[config.mk]
export PLATFORM = sky130hd
export DESIGN_NAME = wu_inst_fetch
export DESIGN_NICKNAME = d
export VERILOG_FILES = /design/src/rtl/wu_inst_fetch_pkg.sv /design/src/rtl/wu_inst_fetch.sv
export SDC_FILE = /design/constraint.sdc
export NUM_CORES = 1
export LEC_CHECK = 0
export ABC_AREA = 1
export BUFFER_PORTS_ARGS = -buffer_cell sky130_fd_sc_hd__buf_2
export CAP_MARGIN = 40
export CORE_MARGIN = 2
export CORE_UTILIZATION = 52
export CTS_CLUSTER_DIAMETER = 120
export DETAILED_ROUTE_END_ITERATION = 6
export PLACE_DENSITY = 0.78
export SLEW_MARGIN = 0
export SYNTH_ARGS = -nofsm -noshare
export SYNTH_HDL_FRONTEND = slang
export SYNTH_SLANG_ARGS = --single-unit
[constraint.sdc]
create_clock -name clk -period 1.35 [get_ports clk]
set_input_delay 0.27 -clock clk [delete_from_list [all_inputs] [get_ports clk]]
set_output_delay 0.27 -clock clk [all_outputs]
set_load 0.005 [all_outputs]
[src/rtl/wu_inst_fetch_pkg.sv]
// Shared WU fetch header: manager address width, FSM state encoding and the
// address-increment helper used by the WU instruction fetch unit.
package wu_inst_fetch_pkg;

    // Width of a WU instruction-memory address (manager-wide constant).
    localparam int MGR_WU_ADDRESS_WIDTH = 8;

    // Number of bits in the fetch FSM state encoding.
    localparam int WUF_STATE_WIDTH = 2;

    typedef enum logic [WUF_STATE_WIDTH-1:0] {
        WUF_IDLE  = 2'd0,
        WUF_FETCH = 2'd1,
        WUF_STALL = 2'd2,
        WUF_DONE  = 2'd3
    } wuf_state_e;

    // Next sequential WU address; wraps from all-ones back to zero.
    function automatic logic [MGR_WU_ADDRESS_WIDTH-1:0] wuf_addr_inc(
        input logic [MGR_WU_ADDRESS_WIDTH-1:0] addr
    );
        return addr + MGR_WU_ADDRESS_WIDTH'(1);
    endfunction

endpackage

[src/rtl/wu_inst_fetch.sv]
// WU instruction fetch unit: walks the WU memory from a start address to a
// last address (wrapping through zero if needed), one read per cycle, pausing
// under decode backpressure and stopping early on abort.
//
// Optional feature: define MGR_WU_FETCH_STALL_CNT_EN to add the stall-cycle
// counter and its output port wuf__sys__stall_cnt.
//
// Timing model: wud__wuf__stall sampled in a cycle decides whether a read is
// presented in the following cycle. A read presented with read=1 is always a
// real read; while stalled, the address register holds the next address still
// to be fetched, so resuming never skips or repeats an address.
module wu_inst_fetch
    import wu_inst_fetch_pkg::*;
#(
    parameter int STALL_CNT_WIDTH = 16
) (
    input  logic                            clk,
    input  logic                            reset_poweron,
    input  logic                            sys__wuf__start,
    input  logic [MGR_WU_ADDRESS_WIDTH-1:0] sys__wuf__start_addr,
    input  logic [MGR_WU_ADDRESS_WIDTH-1:0] sys__wuf__last_addr,
    input  logic                            sys__wuf__abort,
    input  logic                            wud__wuf__stall,
    output logic [MGR_WU_ADDRESS_WIDTH-1:0] wuf__wum__addr,
    output logic                            wuf__wum__read,
    output logic                            wuf__sys__busy,
    output logic                            wuf__sys__done
`ifdef MGR_WU_FETCH_STALL_CNT_EN
    ,
    output logic [STALL_CNT_WIDTH-1:0]      wuf__sys__stall_cnt
`endif
);

    wuf_state_e                      state_reg, state_next;
    logic [MGR_WU_ADDRESS_WIDTH-1:0] addr_reg,  addr_next;
    logic [MGR_WU_ADDRESS_WIDTH-1:0] last_reg,  last_next;
    logic                            read_reg,  read_next;
    logic                            busy_reg,  busy_next;
    logic                            done_reg,  done_next;

    // Next-state and next-output decode; abort has the highest priority
    // in the active states, ahead of completion and backpressure.
    always_comb begin
        state_next = state_reg;
        addr_next  = addr_reg;
        last_next  = last_reg;
        read_next  = 1'b0;
        done_next  = 1'b0;

        case (state_reg)
            WUF_IDLE: begin
                if (sys__wuf__start) begin
                    addr_next = sys__wuf__start_addr;
                    last_next = sys__wuf__last_addr;
                    if (wud__wuf__stall) begin
                        state_next = WUF_STALL;
                    end else begin
                        state_next = WUF_FETCH;
                        read_next  = 1'b1;
                    end
                end
            end
            WUF_FETCH: begin
                // A read is on the bus at addr_reg this cycle.
                if (sys__wuf__abort) begin
                    state_next = WUF_IDLE;
                end else if (addr_reg == last_reg) begin
                    state_next = WUF_DONE;
                    done_next  = 1'b1;
                end else begin
                    addr_next = wuf_addr_inc(addr_reg);
                    if (wud__wuf__stall) begin
                        state_next = WUF_STALL;
                    end else begin
                        read_next = 1'b1;
                    end
                end
            end
            WUF_STALL: begin
                // addr_reg holds the next address not yet read.
                if (sys__wuf__abort) begin
                    state_next = WUF_IDLE;
                end else if (!wud__wuf__stall) begin
                    state_next = WUF_FETCH;
                    read_next  = 1'b1;
                end
            end
            WUF_DONE: begin
                state_next = WUF_IDLE;
            end
            default: begin
                state_next = WUF_IDLE;
            end
        endcase

        busy_next = (state_next == WUF_FETCH) || (state_next == WUF_STALL);
    end

    // State and registered outputs; reset clears everything at once.
    always_ff @(posedge clk or negedge reset_poweron) begin
        if (!reset_poweron) begin
            state_reg <= WUF_IDLE;
            addr_reg  <= '0;
            last_reg  <= '0;
            read_reg  <= 1'b0;
            busy_reg  <= 1'b0;
            done_reg  <= 1'b0;
        end else begin
            state_reg <= state_next;
            addr_reg  <= addr_next;
            last_reg  <= last_next;
            read_reg  <= read_next;
            busy_reg  <= busy_next;
            done_reg  <= done_next;
        end
    end

    assign wuf__wum__addr = addr_reg;
    assign wuf__wum__read = read_reg;
    assign wuf__sys__busy = busy_reg;
    assign wuf__sys__done = done_reg;

`ifdef MGR_WU_FETCH_STALL_CNT_EN
    logic [STALL_CNT_WIDTH-1:0] stall_cnt_reg, stall_cnt_next;
    logic                       start_accept;

    // Count cycles spent in STALL; restart on an accepted start, stick at max.
    always_comb begin
        start_accept   = (state_reg == WUF_IDLE) && sys__wuf__start;
        stall_cnt_next = stall_cnt_reg;
        if (start_accept) begin
            stall_cnt_next = '0;
        end else if ((state_reg == WUF_STALL) && (stall_cnt_reg != '1)) begin
            stall_cnt_next = stall_cnt_reg + STALL_CNT_WIDTH'(1);
        end
    end

    // Stall counter register.
    always_ff @(posedge clk or negedge reset_poweron) begin
        if (!reset_poweron) begin
            stall_cnt_reg <= '0;
        end else begin
            stall_cnt_reg <= stall_cnt_next;
        end
    end

    assign wuf__sys__stall_cnt = stall_cnt_reg;
`endif

endmodule
==> results.md <==
* Combinational share of power at 0.481
* Critical path class: flop to flop
* Seq/Total Area, Yosys at 0.401
* Largest net degree at the start of global routing at 22
* Max Cap Violations at 0
* Clk sink count at 21
* Crit Path Max Fanout at 5
* Num CTS Buffers at 3
* Top cells by area, synth: dfrtp_1 (40%), nand2_1 (18%), nand3_1 (6.5%), inv_1 (4.9%), mux2_4 (3.4%)
* WHS Endpoint: last_reg[4]
* Layout cell share with drive strength beyond 1 at 0.414
* Hold Path Depth at 2
* Routability cong. at 0.858
* Worst Hold Class: input pin to flop
* Required @ worst endpoint at 1.55 ns
* Finished Cell Area at 0.00172 sq mm
* Cell variety after synth at 25
* LEAKAGE at 0.000941 uW
* Clock latency at the later pin of the worst-skew pair at 0.29 ns
* Diodes inserted at 0
* Slew HR at 0.685
* Fraction of registers with async set/reset at 1.00
* DP HPWL at 2320 um
* CTS HTree Levels at 1
* Final ANT Viol Nets at 0
* Final setup viols at 8
* Worst Min Path Start: sys__wuf__last_addr[4]
* Tot GR Track Use at 0.236
* Synth top area share at 0.401
* Number of global-route vias before repair at 1125
* Area of the mapped netlist at 0.00131 sq mm
* P_sw at 925 uW
* Row count at 18
* Fin nets at 243
* Reg-to-reg slack, setup at -0.02 ns
* FF-to-FF Start: wuf__wum__addr[2]
* RSZ-0062 raised after global routing: true
* Final Critical Period at 1.37 ns
* Internal Power at 1430 uW
* DRC at 0
* Die H at 54.2 um
* R2R cell count at 8
* Crit. End Element: flop
* Achievable Freq at 0.728 GHz
* Seq cells post-synth at 21
* Worst R2R End: wuf__wum__addr[3]
* Most frequent cell after synthesis: nand2_1
* Clk_skew at 0.00332 ns
* WL/cell at 13.0 um
* Initial antenna violation count at 0
* Startpoint Class: flop
* Most frequent cells after synthesis: nand2_1 (64), dfrtp_1 (21), inv_1 (17), nand3_1 (17), nor2_1 (8)
* Cell taking the most area after synthesis: dfrtp_1
* DRC marker count from the first detailed-route iteration at 30
* Worst IR Drop VDD at 1.08 mV
* Clock Tree Buf Depth at 2
* First-pass GRT wire length at 4990 um
* Area of the die at 0.00294 sq mm
* Ys Warns at 0
* Violated checks: negative setup slack
* I/O Pins at 32
* Post-synth EDFFs at 0
* Mean post-synth cell area at 7.85 sq um
* Pwr Density at 1370 mW/mm^2
* Main synth FF type: dfrtp_1
* Clock tree root buffer cell: clkbuf_4
* Post-Syn Nets at 189
* Drt total wl at 3250 um
* Transition time of the tightest slew-check pin at 0.472 ns
* Crit share post-route at 1.02
* Detailed-route via count at 1280
* Initial core utilization at 0.539
* Critical path data arrival time at 1.57 ns
* Post-synthesis instance total at 167
* Flop pwr share at 0.392
* Clock power share at 0.127
* Final Slew Violations at 0
* First-pass iteration count of the detailed router at 4
* Final hold vios at 0
* Die W at 54.2 um
* Status: finished, violations left
* Setup WS post-layout at -0.0235 ns
* Setup TNS at -0.0863 ns
* Power, Total at 2350 uW
* Switching Fraction at 0.393
* P&R area growth vs syn at 31.2%
* GRT Residual Overflow at 0
* Vias per cell at 5.12
* TritonCTS clock tree: built
* Placed inst area at 0.00156 sq mm
* Clock transition at the registers of the reported paths at 0.12 ns
* IO Port Bufs at 31
* Core box area at 0.00243 sq mm
==> critical path, stage by stage (launching register included) <==
cell     delay (ns)
dfrtp_2        0.47
buf_4          0.16
nand2_2        0.08
nor2_2         0.05
or2_2          0.27
nand3_1        0.07
nand2_1        0.05
nand3_1        0.08
nand2_1        0.05
==> layout by cell type, fill, tap and decap left out <==
| master | count |
|---|---|
| nand2_1 | 55 |
| buf_2 | 31 |
| nand3_1 | 17 |
| buf_4 | 17 |
| inv_1 | 16 |
| dfrtp_1 | 16 |
| nand2_2 | 10 |
| nor2_1 | 7 |
| xnor2_1 | 5 |
| dfrtp_2 | 5 |
| inv_2 | 4 |
| nand2_4 | 3 |
| nor2_4 | 3 |
| mux2_4 | 3 |
| a21oi_1 | 3 |
| clkbuf_4 | 3 |
| o21ai_2 | 2 |
| nand3_4 | 2 |
| nand4_1 | 2 |
| o21bai_1 | 2 |
| mux2_2 | 2 |
| nor2_8 | 1 |
| o211ai_1 | 1 |
| a21oi_2 | 1 |
| a31oi_1 | 1 |
| nand2_8 | 1 |
| nor2_2 | 1 |
| or2_2 | 1 |
| o21ai_0 | 1 |
| ha_1 | 1 |
| clkbuf_1 | 1 |
| nand3_2 | 1 |
| dlygate4sd3_1 | 1 |
==> layout make-up <==
type | instances | area, sq um
Clock buffer | 4 | 26.3
Timing Repair Buffer | 49 | 293
Fill cell | 188 | 712
Sequential cell | 21 | 532
Tap cell | 30 | 37.5
Multi-Input combinational cell | 126 | 757
Inverter | 20 | 75.1
==> worst max-delay path by stage <==
stage,slack [ns],startpoint,endpoint,cells after the start
2_1_floorplan,0.10,state_reg[0],last_reg[4],4
3_3_place_gp,-0.01,wuf__wum__addr[2],wuf__sys__busy,10
3_5_place_dp,-0.01,wuf__wum__addr[2],wuf__wum__addr[0],9
4_1_cts,-0.004,wuf__wum__addr[4],wuf__wum__addr[0],7
5_1_grt,-0.12,wuf__wum__addr[0],wuf__wum__addr[7],7
6_report,-0.02,wuf__wum__addr[2],wuf__wum__addr[3],8
==> power groups by stage <==
stage / clock network, uW / logic (uW) / registers, uW
floorplan: 0 / 562 / 930
global placement: 0 / 880 / 931
detailed placement: 0 / 913 / 936
CTS: 305 / 982 / 920
global route: 332 / 1260 / 937
finish: 298 / 1130 / 921
==> routing by layer <==
metal	wire (um)	track usage	part of all wire
met5	0	0	0
met4	35	0.0625	0.011
met3	112	0.0164	0.034
met2	1680	0.436	0.52
met1	1420	0.295	0.44
==> per-stage QoR <==
step	util	cells	hold slack (ns)	worst slack, ns
3_5_place_dp	0.641	236	0.246	-0.0131
2_1_floorplan	-	167	-0.0256	0.104
4_1_cts	0.669	244	0.189	-0.00424
5_1_grt	0.707	250	0.198	-0.118
3_3_place_gp	0.641	236	0.247	-0.0130
6_report	0.707	250	0.197	-0.0235
==> timing repair <==
action / 4_1_cts / 5_1_grt
gates cloned: 0 / 1
hold endpoints to repair: 21 / 0
hold buffers: 1 / 0
setup buffers: 3 / 5
setup endpoints to repair: 11 / 12
pin swaps: 3 / 8
resized for setup: 4 / 16
==> cells by family after synthesis <==
group / share of synthesized area
AOI/OAI and AO/OA: 0.0544
xor gates and xnor gates: 0.0334
adders and majority gates: 0.00954
buffers and inverters: 0.0658
DFF: 0.401
muxes: 0.0515
and+or+nand+nor: 0.385
Note: power is estimated with default switching activity, not from simulation.
